### src/rtl/wb_stream_pkg.sv
// Shared types and constants for the Wishbone stream writer: FSM state encoding
// and the Wishbone cycle-type / burst-type codes.
package wb_stream_pkg;

    typedef enum logic [1:0] {
        ST_IDLE  = 2'd0,
        ST_FILL  = 2'd1,
        ST_BURST = 2'd2,
        ST_DONE  = 2'd3
    } state_e;

    localparam logic [2:0] CTI_CLASSIC = 3'b000;
    localparam logic [2:0] CTI_INC     = 3'b010;
    localparam logic [2:0] CTI_EOB     = 3'b111;

    localparam logic [1:0] BTE_LINEAR  = 2'b00;

endpackage

### src/rtl/wb_stream_writer_if.sv
// Wishbone master bus bundle; signal names keep the _o/_i suffixes as seen from the master.
interface wb_stream_writer_if #(
    parameter int AW = 32,
    parameter int DW = 32
);
    logic [AW-1:0]   wb_adr_o;
    logic [DW-1:0]   wb_dat_o;
    logic [DW/8-1:0] wb_sel_o;
    logic            wb_we_o;
    logic            wb_cyc_o;
    logic            wb_stb_o;
    logic [2:0]      wb_cti_o;
    logic [1:0]      wb_bte_o;
    logic            wb_ack_i;
    logic            wb_err_i;

    modport master (
        output wb_adr_o, wb_dat_o, wb_sel_o, wb_we_o, wb_cyc_o, wb_stb_o, wb_cti_o, wb_bte_o,
        input  wb_ack_i, wb_err_i
    );

    modport slave (
        input  wb_adr_o, wb_dat_o, wb_sel_o, wb_we_o, wb_cyc_o, wb_stb_o, wb_cti_o, wb_bte_o,
        output wb_ack_i, wb_err_i
    );
endinterface

### src/rtl/wb_stream_fifo.sv
// First-word-fall-through synchronous FIFO, depth 2**AW; push and pop may share a cycle.
module wb_stream_fifo #(
    parameter int DW = 32,
    parameter int AW = 4
) (
    input  logic          wb_clk_i,
    input  logic          wb_rst_ni,
    input  logic          flush,
    input  logic          push,
    input  logic [DW-1:0] din,
    input  logic          pop,
    output logic [DW-1:0] dout,
    output logic          full,
    output logic          empty,
    output logic [AW:0]   count
);
    localparam int DEPTH = 2 ** AW;

    logic [DW-1:0] mem_q [DEPTH];
    logic [AW-1:0] wr_ptr_q, wr_ptr_d;
    logic [AW-1:0] rd_ptr_q, rd_ptr_d;
    logic [AW:0]   count_q, count_d;
    logic          do_push, do_pop;

    always_comb begin
        do_push  = push && !full;
        do_pop   = pop && !empty;
        wr_ptr_d = wr_ptr_q + AW'(do_push);
        rd_ptr_d = rd_ptr_q + AW'(do_pop);
        count_d  = count_q + (AW+1)'(do_push) - (AW+1)'(do_pop);
        if (flush) begin
            wr_ptr_d = '0;
            rd_ptr_d = '0;
            count_d  = '0;
        end
    end

    always_ff @(posedge wb_clk_i) begin
        if (!wb_rst_ni) begin
            wr_ptr_q <= '0;
            rd_ptr_q <= '0;
            count_q  <= '0;
        end else begin
            wr_ptr_q <= wr_ptr_d;
            rd_ptr_q <= rd_ptr_d;
            count_q  <= count_d;
        end
    end

    // Storage needs no reset: contents are only visible through count_q.
    always_ff @(posedge wb_clk_i) begin
        if (do_push) mem_q[wr_ptr_q] <= din;
    end

    assign full  = (count_q == (AW+1)'(DEPTH));
    assign empty = (count_q == '0);
    assign count = count_q;
    assign dout  = mem_q[rd_ptr_q];

endmodule

### src/rtl/wb_stream_writer.sv
// Collects stream words in a FIFO and writes them to memory as incrementing Wishbone bursts.
//   state    | meaning
//   ST_IDLE  | waiting for a rising edge on enable
//   ST_FILL  | accepting stream words until the next burst is fully buffered
//   ST_BURST | driving the burst, one beat per ack
//   ST_DONE  | one-cycle completion, busy low, results held
module wb_stream_writer
    import wb_stream_pkg::*;
#(
    parameter int WB_AW   = 32,
    parameter int WB_DW   = 32,
    parameter int FIFO_AW = 4
) (
    input  logic             wb_clk_i,
    input  logic             wb_rst_ni,
    input  logic             enable,
    input  logic [WB_AW-1:0] start_adr,
    input  logic [WB_AW-1:0] buf_size,
    input  logic [WB_AW-1:0] burst_size,
    output logic             busy,
    output logic [WB_DW-1:0] tx_cnt,
    output logic             err,
    input  logic [WB_DW-1:0] stream_data,
    input  logic             stream_valid,
    output logic             stream_ready,
    wb_stream_writer_if.master wb
);
    localparam logic [WB_AW-1:0] DEPTH = WB_AW'(2 ** FIFO_AW);

    state_e           state_q, state_d;
    logic             enable_q;
    logic             err_q, err_d;
    logic [WB_AW-1:0] adr_q, adr_d;
    logic [WB_AW-1:0] size_q, size_d;
    logic [WB_AW-1:0] burst_q, burst_d;
    logic [WB_AW-1:0] tx_cnt_q, tx_cnt_d;
    logic [WB_AW-1:0] acc_q, acc_d;
    logic [WB_AW-1:0] beats_q, beats_d;

    logic             start_edge, beat_ack, beat_err;
    logic [WB_AW-1:0] burst_eff, remaining, burst_len;
    logic             fifo_push, fifo_full, fifo_empty;
    logic [FIFO_AW:0] fifo_count;
    logic [WB_DW-1:0] fifo_dout;

    assign start_edge = enable && !enable_q;
    assign burst_eff  = (burst_size == '0) ? WB_AW'(1) :
                        (burst_size > DEPTH) ? DEPTH : burst_size;
    assign remaining  = size_q - tx_cnt_q;
    assign burst_len  = (burst_q < remaining) ? burst_q : remaining;
    assign beat_err   = (state_q == ST_BURST) && wb.wb_err_i;
    assign beat_ack   = (state_q == ST_BURST) && wb.wb_ack_i && !wb.wb_err_i;
    assign fifo_push  = stream_valid && stream_ready;

    wb_stream_fifo #(
        .DW (WB_DW),
        .AW (FIFO_AW)
    ) u_fifo (
        .wb_clk_i  (wb_clk_i),
        .wb_rst_ni (wb_rst_ni),
        .flush     (beat_err),
        .push      (fifo_push),
        .din       (stream_data),
        .pop       (beat_ack),
        .dout      (fifo_dout),
        .full      (fifo_full),
        .empty     (fifo_empty),
        .count     (fifo_count)
    );

    always_ff @(posedge wb_clk_i) begin
        if (!wb_rst_ni) begin
            state_q  <= ST_IDLE;
            enable_q <= 1'b0;
            err_q    <= 1'b0;
            adr_q    <= '0;
            size_q   <= '0;
            burst_q  <= '0;
            tx_cnt_q <= '0;
            acc_q    <= '0;
            beats_q  <= '0;
        end else begin
            state_q  <= state_d;
            enable_q <= enable;
            err_q    <= err_d;
            adr_q    <= adr_d;
            size_q   <= size_d;
            burst_q  <= burst_d;
            tx_cnt_q <= tx_cnt_d;
            acc_q    <= acc_d;
            beats_q  <= beats_d;
        end
    end

    always_comb begin
        state_d  = state_q;
        err_d    = err_q;
        adr_d    = adr_q;
        size_d   = size_q;
        burst_d  = burst_q;
        tx_cnt_d = tx_cnt_q;
        acc_d    = acc_q + WB_AW'(fifo_push);
        beats_d  = beats_q;
        case (state_q)
            ST_IDLE: begin
                if (start_edge) begin
                    state_d  = ST_FILL;
                    adr_d    = start_adr;
                    size_d   = buf_size;
                    burst_d  = burst_eff;
                    tx_cnt_d = '0;
                    err_d    = 1'b0;
                    acc_d    = '0;
                end
            end
            ST_FILL: begin
                if (remaining == '0) begin
                    state_d = ST_DONE;
                end else if (WB_AW'(fifo_count) >= burst_len) begin
                    state_d = ST_BURST;
                    beats_d = burst_len;
                end
            end
            ST_BURST: begin
                if (beat_err) begin
                    err_d   = 1'b1;
                    state_d = ST_DONE;
                end else if (beat_ack) begin
                    adr_d    = adr_q + WB_AW'(4);
                    tx_cnt_d = tx_cnt_q + WB_AW'(1);
                    beats_d  = beats_q - WB_AW'(1);
                    if (beats_q == WB_AW'(1)) begin
                        state_d = (tx_cnt_d < size_q) ? ST_FILL : ST_DONE;
                    end
                end
            end
            ST_DONE: state_d = ST_IDLE;
            default: state_d = ST_IDLE;
        endcase
    end

    always_comb begin
        busy         = (state_q == ST_FILL) || (state_q == ST_BURST);
        stream_ready = busy && !fifo_full && (acc_q < size_q);
        tx_cnt       = WB_DW'(tx_cnt_q);
        err          = err_q;
        wb.wb_adr_o  = adr_q;
        wb.wb_dat_o  = '0;
        wb.wb_sel_o  = '0;
        wb.wb_we_o   = 1'b0;
        wb.wb_cyc_o  = 1'b0;
        wb.wb_stb_o  = 1'b0;
        wb.wb_cti_o  = CTI_CLASSIC;
        wb.wb_bte_o  = BTE_LINEAR;
        if (state_q == ST_BURST) begin
            wb.wb_cyc_o = 1'b1;
            wb.wb_stb_o = 1'b1;
            wb.wb_we_o  = 1'b1;
            wb.wb_sel_o = '1;
            wb.wb_dat_o = fifo_empty ? '0 : fifo_dout;
            wb.wb_cti_o = (beats_q == WB_AW'(1)) ? CTI_EOB : CTI_INC;
        end
    end

endmodule

### src/flat_wrapper.sv
// flat-port wrapper written by rule: the top's interface ports become plain ports
module wb_stream_writer_flat import wb_stream_pkg::*;
#(
    parameter int WB_AW   = 32,
    parameter int WB_DW   = 32,
    parameter int FIFO_AW = 4
)
  (wb_clk_i, wb_rst_ni, enable, start_adr, buf_size, burst_size, busy, tx_cnt, err, stream_data, stream_valid, stream_ready, wb_wb_adr_o, wb_wb_dat_o, wb_wb_sel_o, wb_wb_we_o, wb_wb_cyc_o, wb_wb_stb_o, wb_wb_cti_o, wb_wb_bte_o, wb_wb_ack_i, wb_wb_err_i);
  wb_stream_writer_if #(.AW(32), .DW(32)) wb_i ();
  input  logic wb_clk_i;
  input  logic wb_rst_ni;
  input  logic enable;
  input  logic [WB_AW-1:0] start_adr;
  input  logic [WB_AW-1:0] buf_size;
  input  logic [WB_AW-1:0] burst_size;
  output logic busy;
  output logic [WB_DW-1:0] tx_cnt;
  output logic err;
  input  logic [WB_DW-1:0] stream_data;
  input  logic stream_valid;
  output logic stream_ready;
  output wire logic [$bits(wb_i.wb_adr_o)-1:0] wb_wb_adr_o;
  output wire logic [$bits(wb_i.wb_dat_o)-1:0] wb_wb_dat_o;
  output wire logic [$bits(wb_i.wb_sel_o)-1:0] wb_wb_sel_o;
  output wire logic [$bits(wb_i.wb_we_o)-1:0] wb_wb_we_o;
  output wire logic [$bits(wb_i.wb_cyc_o)-1:0] wb_wb_cyc_o;
  output wire logic [$bits(wb_i.wb_stb_o)-1:0] wb_wb_stb_o;
  output wire logic [$bits(wb_i.wb_cti_o)-1:0] wb_wb_cti_o;
  output wire logic [$bits(wb_i.wb_bte_o)-1:0] wb_wb_bte_o;
  input wire logic [$bits(wb_i.wb_ack_i)-1:0] wb_wb_ack_i;
  input wire logic [$bits(wb_i.wb_err_i)-1:0] wb_wb_err_i;
  assign wb_wb_adr_o = wb_i.wb_adr_o;
  assign wb_wb_dat_o = wb_i.wb_dat_o;
  assign wb_wb_sel_o = wb_i.wb_sel_o;
  assign wb_wb_we_o = wb_i.wb_we_o;
  assign wb_wb_cyc_o = wb_i.wb_cyc_o;
  assign wb_wb_stb_o = wb_i.wb_stb_o;
  assign wb_wb_cti_o = wb_i.wb_cti_o;
  assign wb_wb_bte_o = wb_i.wb_bte_o;
  assign wb_i.wb_ack_i = wb_wb_ack_i;
  assign wb_i.wb_err_i = wb_wb_err_i;
  wb_stream_writer #(.WB_AW(WB_AW), .WB_DW(WB_DW), .FIFO_AW(FIFO_AW)) u_core (.wb_clk_i(wb_clk_i), .wb_rst_ni(wb_rst_ni), .enable(enable), .start_adr(start_adr), .buf_size(buf_size), .burst_size(burst_size), .busy(busy), .tx_cnt(tx_cnt), .err(err), .stream_data(stream_data), .stream_valid(stream_valid), .stream_ready(stream_ready), .wb(wb_i));
endmodule
### config.mk
export PLATFORM = sky130hd
export DESIGN_NAME = wb_stream_writer_flat
export DESIGN_NICKNAME = d
export VERILOG_FILES = /design/src/rtl/wb_stream_pkg.sv /design/src/rtl/wb_stream_writer_if.sv /design/src/rtl/wb_stream_fifo.sv /design/src/rtl/wb_stream_writer.sv /design/src/flat_wrapper.sv
export SDC_FILE = /design/constraint.sdc
export NUM_CORES = 1
export LEC_CHECK = 0
export CORE_AREA = 2 2 321 323
export DETAILED_ROUTE_END_ITERATION = 16
export DIE_AREA = 0 0 323 325
export PLACE_DENSITY_LB_ADDON = 0.25
export SYNTH_ARGS = -nofsm -noshare
export SYNTH_HDL_FRONTEND = slang
export SYNTH_SLANG_ARGS = --single-unit
### constraint.sdc
create_clock -name wb_clk_i -period 15.1 [get_ports wb_clk_i]
set_input_delay 2.265 -clock wb_clk_i [delete_from_list [all_inputs] [get_ports wb_clk_i]]
set_output_delay 2.265 -clock wb_clk_i [all_outputs]
set_load 0.05 [all_outputs]
Word-level counts from Yosys, hierarchy flattened
Memories as Yosys holds them, arrays and structs flattened. A register that Yosys moved wholly into a read port is not among the register bits.
Cells that the tools add are included.
Word-level totals
  bits in registers: 209
  bits in writable memories: 512
  input port bits: 134
  output and inout bits: 111
  memories: 1
Cells by class
  $add $sub $neg: 9
  magnitude comparators: 5
  eq/ne operators: 14
  mux-type cells: 38
  bitwise logic cells: 1
  reductions and logical operators: 26
Memory list
  u_core.u_fifo.mem_q: words 16, bits a word 32, read ports 1, clocked after Yosys merged registers in 1, wr ports 1, line wb_stream_fifo.sv:19  | logic [DW-1:0] mem_q [DEPTH];
Operators with widths (number)
  $mux W32: 17
  $pmux W32 S2: 3
  $lt A32 B32 Y1: 3
  $logic_not A32 Y1: 2
  $add A32 B1 Y32: 1
  $add A32 B1 Y32 const B: 1
  $add A32 B3 Y32 const B: 1
  $eq A32 B1 Y1 const B: 1
  $ge A5 B32 Y1: 1
  $gt A32 B5 Y1 const B: 1
  $sub A32 B1 Y32 const B: 1
  $sub A32 B32 Y32: 1
  $mux W2: 7
  $logic_and A1 B1 Y1: 9
  $add A4 B1 Y4: 2
  $mux W4: 2
  $pmux W2 S4: 1
  $reduce_and A4 Y1: 2
  $mux W3: 2
  $ne A2 B1 Y1 const B: 3
  $ne A2 B2 Y1 const B: 3
  $ne A3 B2 Y1 const B: 2
  $add A5 B1 Y5: 1
  $eq A5 B5 Y1 const B: 1
  other kinds (16): 25

Longest topological paths before layout
Gate-level depths: netlist of run 1.
  depth after elaboration: 8
  gate-level depth with buffers: 35
  depth with buffers taken out: 31

Cells and area by module
Synthesis of run 1 repeated with hierarchy kept, for this count alone.
Unflattened totals
  cell total of the unflattened synthesis: 2981
  area total of the unflattened synthesis: 35057.4 um^2
By module, submodules not included
  wb_stream_fifo: instances 1, cells each 1012, area each 20312.0 um^2, seq. area each 15635.0 um^2
  wb_stream_writer: instances 1, cells each 1969, area each 14745.4 um^2, seq. area each 3923.8 um^2

Least setup slack after synthesis of run 1
No wires, ideal clock.
  path kind: reg2reg
  start point: reg u_core.tx_cnt_q[7], in the netlist u_core.tx_cnt[7]
  end point: reg u_core.beats_q[20]
  setup time: 128 ps
  arrival: 6703 ps
  required time: 14972 ps
  setup slack: 8269 ps
  cell stages (with the launch flop): 33
  path through: dfxtp_1 -> inv_1 -> ha_1 -> clkbuf_1 -> nand4_1 -> a2111oi_0 -> nor4b_1 -> o41ai_1 -> xnor2_1 -> ha_1 -> a21o_1 -> a21o_1 -> a21oi_1 -> o211ai_1 -> a31oi_1 -> clkbuf_1 -> clkbuf_1 -> mux2i_1 -> ha_1 -> nand2b_1 -> a21oi_1 -> nor2b_1 -> o21ai_0 -> nand2b_1 -> a21oi_1 -> nor2_1 -> nor4b_2 -> o221ai_1 -> o31ai_2 -> buf_6 -> buf_6 -> a31oi_1 -> o211ai_1
Between the ends
  cells in the longest elaborated chain, start to end: 6
  elaborated cells on any way between the ends: 11
  classes of those cells: add/sub (1); order compare (2); eq/ne (2); mux (4); reduce/logical (2)
Ends and longest elaborated chain
  start, declared: line wb_stream_writer.sv:36  | logic [WB_AW-1:0] tx_cnt_q, tx_cnt_d;
  start signal, assigned: line wb_stream_writer.sv:89  | tx_cnt_q <= tx_cnt_d;
  $sub A32 B32 Y32 (*): line wb_stream_writer.sv:49  | assign remaining = size_q - tx_cnt_q;
  $lt A32 B32 Y1: line wb_stream_writer.sv:50  | assign burst_len = (burst_q < remaining) ? burst_q : remaining;
  $mux W32: line wb_stream_writer.sv:50
  $ge A5 B32 Y1 / $mux W32 (equally long branches): line wb_stream_writer.sv:119  | end else if (WB_AW'(fifo_count) >= burst_len) begin
  $ne A2 B1 Y1 (no source line) / $mux W32 (equally long branches)
  $reduce_and A5 Y1 (no source line) / $pmux W32 S2 (equally long branches)
  end signal, assigned: line wb_stream_writer.sv:91  | beats_q <= beats_d;
  end, declared: line wb_stream_writer.sv:38  | logic [WB_AW-1:0] beats_q, beats_d;
Every way passes the cells marked *; elsewhere a longest branch is shown, timed or not. The select of a mux whose other input is x is not followed.
A chain may end at the register's enable or synchronous reset.

Worst setup path in the final report of run 1
  start point: reg u_core.tx_cnt_q[3], in the netlist u_core.tx_cnt[3]
  end point: reg u_core.beats_q[30]
Same word-level chain as after synthesis.

==> results.txt, run 1 <==
status: finished clean
clock sink count: 721
leading area contributor after synthesis: edfxtp_1
clk_lat worst skew: 0.71 ns
Final nets: 3213
pre-CTS setup slack: 7.53 ns
setup TNS: 0 ns
worst setup margin: 7.37 ns
Cell Pwr Density: 146 nW/um^2
cell area after synthesis: 34300 um^2
Synth Area per Inst: 12.7 um^2
Core Area: 101000 um^2
routed wl met2: 44400 um
antenna violations before repair: 8
Min-Delay Path Class: reg -> reg
Fin Clk Skew: 0.0751 ns
r2r worst-path depth: 29
RSZ-0062 raised after global routing: false
Final Critical Period: 7.73 ns
largest net degree at the start of global routing: 109
Highest Signal Layer: met5
DR pass1 iterations: 6
Routed Antenna Nets: 0
Slowest-stage cell, CP: a2111oi_0
Synth Instances: 2712
MaxCap Viol Count: 0
register area: 19600 um^2
clock tree buffer depth: 3
H-tree levels: 3
CTS buffer count: 81
Synth Warn #: 0
FP Rows: 117
vias per cell: 5.28
die area: 105000 um^2
CP required: 15.64 ns
CTS tree: done
Final Wtd Congestion: 0.854
WL final: 93700 um
drt initial violations: 2152
Critical Path Sink Type: flip-flop
Synth cell types: 89
met1 WL: 41900 um
Port Buffers: 242
CTS resizes: 0
final worst-path cycle share: 51.2%
leakage power: 0.0138 uW
routed length on met3: 5490 um
cts hold-fix bufs: 0
top cells by instance count after synthesis: edfxtp_1, nand2_1, dfxtp_1, nor2_1, mux4_2
Critical Path Sink: u_core.beats_q[30]
Critical Path Source Type: flip-flop
Initial Utilization: 33.9%
Final setup viols: 0
vias: 22978
Multi-input gate area: 13900 um^2
CP Launch Point: u_core.tx_cnt[3]
Synth area leaders: edfxtp_1, dfxtp_1, mux4_2
total track usage: 17.6%
Rel. slew slack: 9.60%
crit path max fanout: 66
Post-CTS Setup Inserts: 0
Hold Fails Final Rpt: 0
post-detail-place hpwl: 57000 um
worst reg2reg path startpoint: u_core.tx_cnt[3]
Ports: 245
root buffer cell: clkbuf_16
top-count cell post-synth: edfxtp_1
first-pass GRT wire length: 141000 um
Worst Path Arrival: 8.27 ns
Filler Cells Inserted: 9633
Final Max Tran Viols: 0
Reg clk slew, reported paths: 0.06 ns
global route overflow: 0
DRC Markers: 0
chip width: 323 um
Crit path largest cell delay: 1.10 ns
routed len/inst: 21.5 um
number of global-route vias before repair: 22530
f_max: 129 MHz
#FFs+latches synth: 721
top cell type's share of synthesized area: 44.8%
Peak supply drop: 136 uV
Synth-to-Final Area Change: 18.9%
kind of critical path: reg -> reg
RR Endpoint: u_core.beats_q[30]
share of cells above drive strength 1: 11.9%
number of synthesized flops with an enable pin: 512
R2R Setup Slk: 7.37 ns
Async S/R FF share, synth: 0%
slew at the pin with the worst max-slew slack: 1.32 ns
register area share after synthesis: 57.0%
Primary FF master, synth: edfxtp_1
die height: 325 um
[sequential cells by signal, indices dropped and copies added, names as in the netlist]
| register | cells |
|---|---|
| u_core.u_fifo.mem_q | 512 |
| u_core.acc_q | 32 |
| u_core.beats_q | 32 |
| u_core.burst_q | 32 |
| u_core.size_q | 32 |
| u_core.tx_cnt | 32 |
| u_core.wb.wb_adr_o | 32 |
| u_core.u_fifo.count | 5 |
| u_core.u_fifo.rd_ptr_q | 4 |
| u_core.u_fifo.wr_ptr_q | 4 |
| u_core.state_q | 2 |
| u_core.enable_q | 1 |
| u_core.err | 1 |
[power breakdown]
group	internal [uW]	switching, uW	leakage, uW
clock network	1070	834	0.00123
registers	2210	87.1	0.00630
logic	607	1150	0.00625
total	3890	2070	0.0138
[cells in the final DEF (no fill, tap or decap), types with 13 or more instances in the layout]
| master | n |
|---|---|
| nand4_1 | 40 |
| nor3_2 | 13 |
| inv_1 | 97 |
| ha_1 | 148 |
| nor2b_1 | 46 |
| o221ai_1 | 14 |
| nor3_1 | 55 |
| a222oi_1 | 17 |
| clkinv_1 | 17 |
| nand2b_1 | 19 |
| mux4_2 | 160 |
| o211ai_1 | 13 |
| a22oi_1 | 24 |
| a21o_1 | 42 |
| nor4_1 | 20 |
| xnor2_1 | 55 |
| xor2_1 | 30 |
| and3_1 | 60 |
| o21ai_0 | 95 |
| clkbuf_1 | 18 |
| dfxtp_1 | 205 |
| and2_1 | 15 |
| edfxtp_1 | 512 |
| or3_1 | 19 |
| buf_4 | 33 |
| nand3_1 | 70 |
| clkdlybuf4s50_1 | 241 |
| nand2_1 | 235 |
| nor2_1 | 199 |
| a21oi_1 | 155 |
| clkbuf_16 | 81 |
[final cells by class]
| cell class | count | area share, % |
|---|---|---|
| flip-flops and latches | 721 | 48.0 |
| multi-input cells | 1749 | 34.1 |
| repair buffers | 276 | 6.58 |
| clock buffers | 104 | 5.27 |
| well taps | 1368 | 4.19 |
| clock inverters | 35 | 1.01 |
| inverters | 99 | 0.917 |
| diodes | 1 | 0.00613 |
[layer usage]
| metal | up-vias | track usage, % |
|---|---|---|
| li1 | 10787 | - |
| met1 | 11466 | 24.0 |
| met2 | 587 | 28.9 |
| met3 | 130 | 3.26 |
| met4 | 8 | 4.69 |
| met5 | - | 0 |
[stage by stage]
step	cell area [um^2]	hold slack, ns	util (%)	total power [uW]	instances
2_1_floorplan	34300	0.436	-	3550	2713
3_3_place_gp	38200	0.442	37.8	4080	4213
3_5_place_dp	38200	0.448	37.8	4080	4213
4_1_cts	40800	0.456	40.3	6010	4352
5_1_grt	40800	0.485	40.3	6270	4353
6_report	40800	0.455	40.3	5960	4353
[critical path: cells and delay by family (launching register included)]
kind                     cells  cell delay, ns
AND/OR/NAND/NOR              7            0.88
XOR/XNOR                     1            0.27
flip-flops                   1            0.45
multiplexers                 1            0.32
adder cells (fa/ha/maj)      3            0.96
AO/OA/AOI/OAI               15            4.21
buffers and inverters        2            0.44
[cell families after synthesis]
family | Yosys count | synth area share [%]
multiplexers | 177 | 11.0
XOR/XNOR | 85 | 2.17
AO/OA/AOI/OAI | 500 | 9.67
AND/OR/NAND/NOR | 834 | 11.7
adder cells (fa/ha/maj) | 151 | 5.55
other | 1 | 0.0109
flip-flops | 721 | 57.0
buffers and inverters | 243 | 2.89
[worst min-delay path by stage]
stage | startpoint | end | slack (ns) | cells after the start
6_report | u_core.wb.wb_adr_o[0] | u_core.wb.wb_adr_o[0] | 0.45 | 2
5_1_grt | u_core.wb.wb_adr_o[1] | u_core.wb.wb_adr_o[1] | 0.49 | 2
4_1_cts | u_core.wb.wb_adr_o[0] | u_core.wb.wb_adr_o[0] | 0.46 | 2
3_5_place_dp | u_core.wb.wb_adr_o[0] | u_core.wb.wb_adr_o[0] | 0.45 | 2
3_3_place_gp | u_core.wb.wb_adr_o[0] | u_core.wb.wb_adr_o[0] | 0.44 | 2
2_1_floorplan | u_core.beats_q[4] | u_core.beats_q[4] | 0.44 | 2
Power figures use the tool's default switching activity.
==> run 2: changes to the inputs <==
- clock period: 15.1 -> 7 ns (I/O delays scaled with it)
==> results.txt, run 2 (same netlist as run 1, synthesis figures left out) <==
clk_lat worst skew: 0.68 ns
kind of critical path: reg -> reg
Final nets: 3233
Ports: 245
H-tree levels: 3
Routed Antenna Nets: 0
root buffer cell: clkbuf_16
commonest non-fill, non-tap cell in the layout: edfxtp_1
CP required: 7.52 ns
vias per cell: 5.28
Initial Utilization: 33.9%
leakage power: 0.0139 uW
slew at the pin with the worst max-slew slack: 1.11 ns
die height: 325 um
WHS: 0.452 ns
Critical Path Sink Type: flip-flop
FP Rows: 117
pre-CTS setup slack: 0.264 ns
chip width: 323 um
Critical Path Source Type: flip-flop
Min-Delay Path Class: reg -> reg
CP Launch Point: u_core.size_q[0]
post-detail-place hpwl: 58700 um
vias: 23138
Slowest-stage cell, CP: fa_1
RSZ-0062 raised after global routing: false
global route overflow: 0
Reg clk slew, reported paths: 0.06 ns
die area: 105000 um^2
routed len/inst: 21.7 um
drt initial violations: 2023
Hold Startpoint: u_core.wb.wb_adr_o[1]
crit path max fanout: 33
Filler Cells Inserted: 9585
status: finished clean
Reg with most FFs: u_core.u_fifo.mem_q
Final setup viols: 0
worst reg2reg path startpoint: u_core.size_q[0]
CTS buffer count: 81
Rel. slew slack: 26.3%
Final Critical Period: 6.43 ns
CTS tree: done
Hold Fails Final Rpt: 0
DR pass1 iterations: 7
first-pass GRT wire length: 143000 um
total track usage: 17.8%
cts hold-fix bufs: 0
most frequent CP cell: a21oi_1
worst setup margin: 0.565 ns
DRC Markers: 0
Worst Path Arrival: 6.96 ns
antenna violations before repair: 5
Largest register FFs: 512
Crit path largest cell delay: 0.40 ns
R2R Setup Slk: 0.57 ns
Cell Pwr Density: 320 nW/um^2
share of cells above drive strength 1: 13.0%
Fin Clk Skew: 0.0645 ns
Peak supply drop: 215 uV
total power: 13200 uW
Core Area: 101000 um^2
fin util: 40.6%
final worst-path cycle share: 91.9%
setup TNS: 0 ns
most frequent cells in the layout: edfxtp_1, clkdlybuf4s50_1, nand2_1
WL final: 94900 um
Final Wtd Congestion: 0.873
Final Max Tran Viols: 0
clock tree buffer depth: 3
f_max: 155 MHz
Port Buffers: 242
number of global-route vias before repair: 22911
MaxCap Viol Count: 0
Synth-to-Final Area Change: 19.9%
largest net degree at the start of global routing: 78
clock sink count: 721
==> run 2: changes by cell type in the layout (fill, tap and decap cells not counted), moves of 3 or more <==
cell | previous run | this run
clkinv_2 | 6 | 10
buf_4 | 33 | 48
clkinv_1 | 17 | 14
bufinv_16 | 3 | 7
clkinv_16 | 6 | 3
==> run 2: repair_timing <==
| action | CTS | global route |
|---|---|---|
| buffers inserted | 0 | 2 |
| setup endpoints to repair | 0 | 34 |
| gates resized for setup | 0 | 11 |
==> run 2: final cells by class <==
| cell class | instances | area [um^2] | area share (%) |
|---|---|---|---|
| clock inverter | 42 | 504 | 1.23 |
| timing repair buffer | 296 | 2890 | 7.01 |
| clock buffer | 102 | 2150 | 5.22 |
| multi-input combinational | 1749 | 13900 | 33.9 |
| inverter | 99 | 374 | 0.909 |
| tap | 1368 | 1710 | 4.16 |
| sequential | 721 | 19600 | 47.6 |
| antenna | 2 | 5.00 | 0.0122 |
==> run 2: report_power, final <==
part	internal, uW	switching [uW]
Combinational	1410	2530
Sequential	4780	189
Clock	2450	1800
Total	8640	4520
==> run 2: through the flow <==
step           area, um^2  cells
2_1_floorplan       34300   2713
3_3_place_gp        38400   4230
3_5_place_dp        38400   4230
4_1_cts             41100   4374
5_1_grt             41100   4378
6_report            41100   4379
==> run 2: worst paths after layout <==
kind                                         endpoint  depth (start not counted)
worst max-delay path               u_core.beats_q[15]                         31
worst min-delay path            u_core.wb.wb_adr_o[1]                          2
worst max register to register     u_core.beats_q[15]                         31
worst min register to register  u_core.wb.wb_adr_o[1]                          2
==> run 2: metal layers <==
metal	wire length (um)	part of all wire (%)	GRT usage [%]	vias up
li1	-	-	-	10852
met1	42000	44	24.0	11572
met2	46200	49	30.0	601
met3	4880	5.1	2.77	111
met4	1800	1.9	4.46	2
met5	15	0.016	0	-
==> run 2: critical path: cells and delay by family (launching register included) <==
kind | cells | cell delay [ns]
simple gates | 6 | 0.79
flops | 1 | 0.37
compound gates | 16 | 3.10
mux | 1 | 0.22
fa+ha+maj | 4 | 1.08
buf+inv | 4 | 0.70
